File: config.mk
export PLATFORM = sky130hd
export DESIGN_NAME = led_blink_ctrl
export DESIGN_NICKNAME = d
export VERILOG_FILES = /design/src/rtl/led_blink_ctrl.sv
export SDC_FILE = /design/constraint.sdc
export NUM_CORES = 1
export LEC_CHECK = 0
export BUFFER_PORTS_ARGS = -buffer_cell sky130_fd_sc_hd__buf_2
export CORE_ASPECT_RATIO = 0.75
export CORE_MARGIN = 4
export CORE_UTILIZATION = 35
export CTS_BUF_LIST = sky130_fd_sc_hd__clkbuf_4 sky130_fd_sc_hd__clkbuf_8
export DETAILED_ROUTE_END_ITERATION = 8
export HOLD_SLACK_MARGIN = 0.12
export PLACE_DENSITY_LB_ADDON = 0.25
export SYNTH_ARGS = -nofsm -noshare
export SYNTH_HDL_FRONTEND = slang
export SYNTH_SLANG_ARGS = --single-unit
File: constraint.sdc
create_clock -name clk -period 3.94 [get_ports clk]
set_input_delay 0.197 -clock clk [delete_from_list [all_inputs] [get_ports clk]]
set_output_delay 0.197 -clock clk [all_outputs]
set_load 0.01 [all_outputs]
File: src/rtl/led_blink_ctrl.sv
`timescale 1ns/1ps
// LED blink sequencer: turns a one-cycle trigger into blink_num ON/OFF blinks,
// holding busy while running and pulsing done once on normal completion.
module led_blink_ctrl #(
  parameter int N              = 32,
  parameter int FREQ           = 100,
  parameter int ON_TIME        = 100,
  parameter int OFF_TIME       = 100,
  parameter int CNT_W          = 4,
  parameter bit LED_ACTIVE_LOW = 1'b0
) (
  input  logic             clk,
  input  logic             rst_n,
  input  logic             trigger,
  input  logic [CNT_W-1:0] blink_num,
  input  logic             cancel,
  output logic             led_out,
  output logic             busy,
  output logic             done,
  output logic [1:0]       state_dbg
);

  localparam longint ON_CYCLES  = longint'(ON_TIME) * 1000 * FREQ;
  localparam longint OFF_CYCLES = longint'(OFF_TIME) * 1000 * FREQ;
  localparam logic [N-1:0] ON_LAST  = N'(ON_CYCLES - 1);
  localparam logic [N-1:0] OFF_LAST = N'(OFF_CYCLES - 1);
  localparam logic LIT   = ~LED_ACTIVE_LOW;
  localparam logic UNLIT = LED_ACTIVE_LOW;

  typedef enum logic [1:0] {
    S_IDLE = 2'd0,
    S_ON   = 2'd1,
    S_OFF  = 2'd2
  } state_t;

  state_t           state;
  logic [N-1:0]     timer;
  logic [CNT_W-1:0] remaining;

  assign state_dbg = state;

  // Handshake: trigger is a request with no ready; it is accepted only on an
  // edge where the block is idle, blink_num!=0 and cancel=0, otherwise dropped.
  always_ff @(posedge clk or negedge rst_n) begin
    if (!rst_n) begin
      state     <= S_IDLE;
      timer     <= '0;
      remaining <= '0;
      busy      <= 1'b0;
      done      <= 1'b0;
      led_out   <= UNLIT;
    end else begin
      done <= 1'b0;
      case (state)
        S_IDLE: begin
          if (trigger && (blink_num != '0) && !cancel) begin
            state     <= S_ON;
            remaining <= blink_num;
            timer     <= '0;
            busy      <= 1'b1;
            led_out   <= LIT;
          end
        end
        S_ON: begin
          if (cancel) begin
            state     <= S_IDLE;
            timer     <= '0;
            remaining <= '0;
            busy      <= 1'b0;
            led_out   <= UNLIT;
          end else if (timer == ON_LAST) begin
            state     <= S_OFF;
            timer     <= '0;
            led_out   <= UNLIT;
            remaining <= remaining - 1'b1;
          end else begin
            timer <= timer + 1'b1;
          end
        end
        S_OFF: begin
          if (cancel) begin
            state     <= S_IDLE;
            timer     <= '0;
            remaining <= '0;
            busy      <= 1'b0;
            led_out   <= UNLIT;
          end else if (timer == OFF_LAST) begin
            timer <= '0;
            // The trailing OFF phase always runs so back-to-back runs stay separated.
            if (remaining != '0) begin
              state   <= S_ON;
              led_out <= LIT;
            end else begin
              state <= S_IDLE;
              busy  <= 1'b0;
              done  <= 1'b1;
            end
          end else begin
            timer <= timer + 1'b1;
          end
        end
        default: begin
          state     <= S_IDLE;
          timer     <= '0;
          remaining <= '0;
          busy      <= 1'b0;
          led_out   <= UNLIT;
        end
      endcase
    end
  end

endmodule

# Word level (Yosys, flattened, before mapping)
# Index checks and enable logic that the tools add are counted.
[classes]
reduce_logical = 11
n_eq_ne = 10
muxes = 32
add_sub_neg = 2
[ops]
columns = ["op", "n"]
rows = [
  ["$mux 32", 3],
  ["$pmux 32 s2", 1],
  ["$add 32x1->32 const B", 1],
  ["$eq 32x24->1 const B", 1],
  ["$mux 4", 4],
  ["$mux 1", 15],
  ["$ne 3x3->1 const B", 4],
  ["$pmux 4 s3", 1],
  ["$mux 2", 5],
  ["$reduce_and 4->1", 2],
  ["$reduce_bool 4->1", 2],
  ["$ne 2x2->1 const B", 3],
  ["$pmux 1 s3", 2],
  ["$pmux 2 s3", 1],
  ["$reduce_and 3->1", 2],
  ["$sub 4x1->4 const B", 1],
  ["$eq 2x1->1 const B", 1],
  ["$eq 2x2->1 const B", 1],
  ["$logic_and 1x1->1", 2],
  ["$logic_not 2->1", 1],
  ["$reduce_or 2->1", 1],
  ["$logic_not 1->1", 1],
]
[totals]
wordCells = 61
out_inout_bits = 5
ff_bits = 41

# Longest topological paths before layout
[logic_depth]
depth_word = 5
depth_mapped = 8
mapped_depth_nobuf = 7

# Least setup slack after synthesis
# No wires, ideal clock.
[synth_path]
path_kind = "register to register"
start = "register state[0], in the netlist state_dbg[0]"
end = "register timer[8]"
setup_ps = 116
stages_incl_launch_ff = 8
t_arrival_ps = 2007
n_path_buf = 1
synth_period_minus_slack_ps = 2123
setup_slack_ps = 1817
cell_sequence = "dfrtp_1 -> inv_1 -> ha_1 -> or2b_2 -> clkbuf_1 -> a31oi_4 -> nand2_1 -> o311ai_0"
[synth_via]
elab_chain_len = 3
word_cells_on_any_way = 6
[synth_lines]
columns = ["item", "line_no", "text"]
rows = [
  ["start, declared", "36", "state_t state;"],
  ["start signal, assigned", "46", "state <= S_IDLE;"],
  ["start signal, assigned", "57", "state <= S_ON;"],
  ["start signal, assigned", "66", "state <= S_IDLE;"],
  ["$eq 2x2->1 or $eq 2x1->1 (tied branches)", "54", "case (state)"],
  ["$reduce_or 2->1 (no line)", "n/a", ""],
  ["$pmux 32 s2", "54", ""],
  ["end signal, assigned", "77", "timer <= timer + 1'b1;"],
  ["end signal, assigned", "99", "timer <= timer + 1'b1;"],
  ["end, declared", "37", "logic [N-1:0] timer;"],
]
# Several ways; a longest one is shown, not always the timed one.
# A chain may end at the register's enable or synchronous reset.

# Final worst setup path
[layout_path]
start = "register state[0], in the netlist state_dbg[0]"
end = "register timer[9]"
# Same word-level chain as after synthesis.

==> flow_summary.yaml <==
sta:
  setup-tns-final_ps: 0
  slew_violations: 0
  slew-limit-headroom_pct: 37.8
  tightest_slew_ps: 933
  finalHoldViolCount: 0
  skew_ps: 6.98
  setup_violations: 0
  fin_crit_sh_pct: 58.2
  min_period_ps: 2290
  max_freq_mhz: 436
  rsz0062_at_grt: "false"
power:
  leakage_nw: 1.12
  power_density_nw_per_um2: 436
  total_power_mw: 1.24
  ir_drop_uv: 207
clock_tree:
  cts_root_buf: "clkbuf_8"
  clkSinkCount: 41
  worstSkewPairLatency_ps: 300
  h-tree-depth: 2
  clkSlewWorstSetupHoldPaths_ps: 80
  cts_max_path_buffers: 2
  cts_tree: "done"
  cts_inserted_buffers: 5
logic_synthesis:
  syn-cell-area_um2: 2630
  ys_types: 53
  yosys_register_bits: 41
  syn_avg_cell_area_um2: 9.04
  ys_warn_count: 0
  yosysSeqAreaShare_pct: 39.0
  syn-num-nets: 306
  syn_inst: 291
worst_setup_path:
  cp.depth: 6
  path_delay_family: "compound AO/OA/AOI/OAI gates"
  cp-endpoint: "timer[9]$_DFFE_PN0N_"
  worst_setup_path_start_kind: "register"
  rr_worst_depth: 6
  critPathMaxStageDelay_ps: 420
  cp.required_ps: 4120
  crit_buf_inv: 1
  crit_start: "state_dbg[0]$_DFFE_PN0P_"
  reg2reg_from: "state_dbg[0]$_DFFE_PN0P_"
  crit_chain: "inv_1 > ha_1 > or2b_2 > a31oi_4 > nand2_1 > o311ai_0"
  r2r-end: "timer[9]$_DFFE_PN0N_"
  cp.arrival_ps: 2480
  crit_path_top_delay_cell: "dfrtp_1"
  rrSetupSlack_ps: 1650
  critPathKind: "register to register"
  cp-end-kind: "register"
  crit_fanout: 10
min_path:
  min_path_type: "input pin to register"
floorplan:
  fp.dieArea_um2: 8980
  io_pins: 13
  coreArea_um2: 7330
  die_w_um: 108
  start_util_pct: 35.9
  row_count: 27
  die_h_um: 83.1
finish:
  fin_cells: 400
  final_cell_mix: "dfrtp_1, nand2_1, nand3_1"
  diodes: 0
  drive_gt1_share_pct: 16.1
  syn2layout_area_growth_pct: 8.56
  final_common_cell: "dfrtp_1"
  final_nets: 313
detailed_routing:
  antenna_left: 0
  totalWireLength_um: 6150
  viasPerCell: 5.56
  via_count: 2223
  wl_per_cell_um: 15.4
  drc: 0
  first_pass_iters: 5
  drtIter0Drc: 143
grt:
  grtUsageTotal_pct: 14.6
  grt_pass1_vias: 2123
  grt_max_degree: 42
  grt_pass1_wl_um: 10600
  antenna_found_initial: 0
  overflow: 0
placed_design:
  place.gp.congestion: 0.851
  dpl.hpwl_um: 4340
  dp.cells: 391
  portBuffers: 12
job:
  cap_violations: 0
outcome:
  status: "complete, no violations"
stage by stage:
step | hold slack [ps] | utilization [%] | area [um^2] | setup WS (ps)
after floorplan | -98.6 | - | 2630 | 1820
after global placement | 404 | 37.4 | 2740 | 1720
after detailed placement | 398 | 37.4 | 2740 | 1680
after CTS | 153 | 38.9 | 2860 | 1650
after global routing | 162 | 38.9 | 2860 | 1460
final | 157 | 38.9 | 2860 | 1650
flip-flops by register name (all words and copies together), names as in the netlist:
| signal | flops |
|---|---|
| busy | 1 |
| led_out | 1 |
| state_dbg | 2 |
| remaining | 4 |
| done | 1 |
| timer | 32 |
kinds of logic after synthesis:
family / synth area share (%)
simple gates: 34.3
flops: 39.0
xor+xnor: 4.66
buf+inv: 4.33
mux: 0.428
fa+ha+maj: 3.33
compound gates: 14.0
worst min-delay path, delay by kind of cell:
family	cells	cell delay, ps
compound gates	1	60
buf+inv	1	100
simple gates	1	60
cells in the mapped netlist (all sizes together):
cell / n / share of area [%]
nand2: 30 / 4.3
o311ai: 2 / 0.67
ha: 7 / 3.3
or4b: 2 / 1.0
nor4: 17 / 4.6
a2bb2oi: 3 / 1.0
a21oi: 12 / 2.3
a21bo: 1 / 0.38
o21ai: 12 / 2.3
clkbuf: 6 / 0.86
a21boi: 2 / 1.0
dfrtp: 41 / 39
nor2: 26 / 5.3
and2: 4 / 0.95
or2b: 2 / 0.67
a31oi: 3 / 1.3
nor3: 5 / 0.95
nor2b: 4 / 0.95
inv: 9 / 1.3
nand2b: 3 / 0.71
a41o: 2 / 0.76
and4: 3 / 1.0
or3: 4 / 0.95
a211oi: 2 / 0.57
a21o: 1 / 0.29
o31ai: 4 / 1.1
nor4b: 1 / 0.33
o21ba: 1 / 0.38
xnor2: 10 / 3.3
a22o: 1 / 0.33
nand3: 19 / 3.8
xor2: 4 / 1.3
and3: 9 / 2.4
buf: 8 / 2.2
or3b: 1 / 0.33
or4: 7 / 2.1
nand4: 16 / 3.8
o22a: 1 / 0.33
mux2: 1 / 0.43
o22ai: 3 / 0.71
o211ai: 2 / 0.57
layout make-up:
cell class                      count  area, um^2
Sequential cell                    41        1030
Clock inverter                      1        5.00
Fill cell                         744        4480
Clock buffer                        7        96.3
Multi-Input combinational cell    227        1490
Timing Repair Buffer               14        77.6
Tap cell                          101         126
Inverter                            9        33.8
routing by layer:
layer | wire length (um) | global-route usage (%) | vias up
met4 | 96 | 4.82 | 0
met5 | 0 | 0 | -
met1 | 3240 | 22.7 | 1057
li1 | - | - | 1094
met3 | 336 | 2.95 | 10
met2 | 2480 | 19.8 | 62
report_power, final:
part,switching [mW],leakage (nW),internal [mW]
combinational,0.273,0.504,0.161
sequential,0.0379,0.561,0.462
clock,0.152,0.0542,0.158
repair_timing:
item	4_1_cts	5_1_grt
gates resized for setup	0	0
endpoints found under the hold margin	41	0
setup buffers	0	0
hold buffers	1	0
worst min path at each step:
stage / startpoint / to / slack, ps / cells past startpoint
after floorplan: rst_n / busy$_DFFE_PN0P_ / -100 / 0
after detailed placement: rst_n / remaining[3]$_DFFE_PN0P_ / 400 / 1
final: blink_num[2] / remaining[2]$_DFFE_PN0P_ / 160 / 3
after CTS: blink_num[2] / remaining[2]$_DFFE_PN0P_ / 150 / 3
after global placement: rst_n / remaining[3]$_DFFE_PN0P_ / 400 / 1
after global routing: blink_num[2] / remaining[2]$_DFFE_PN0P_ / 160 / 3
Power figures use the tool's default switching activity.
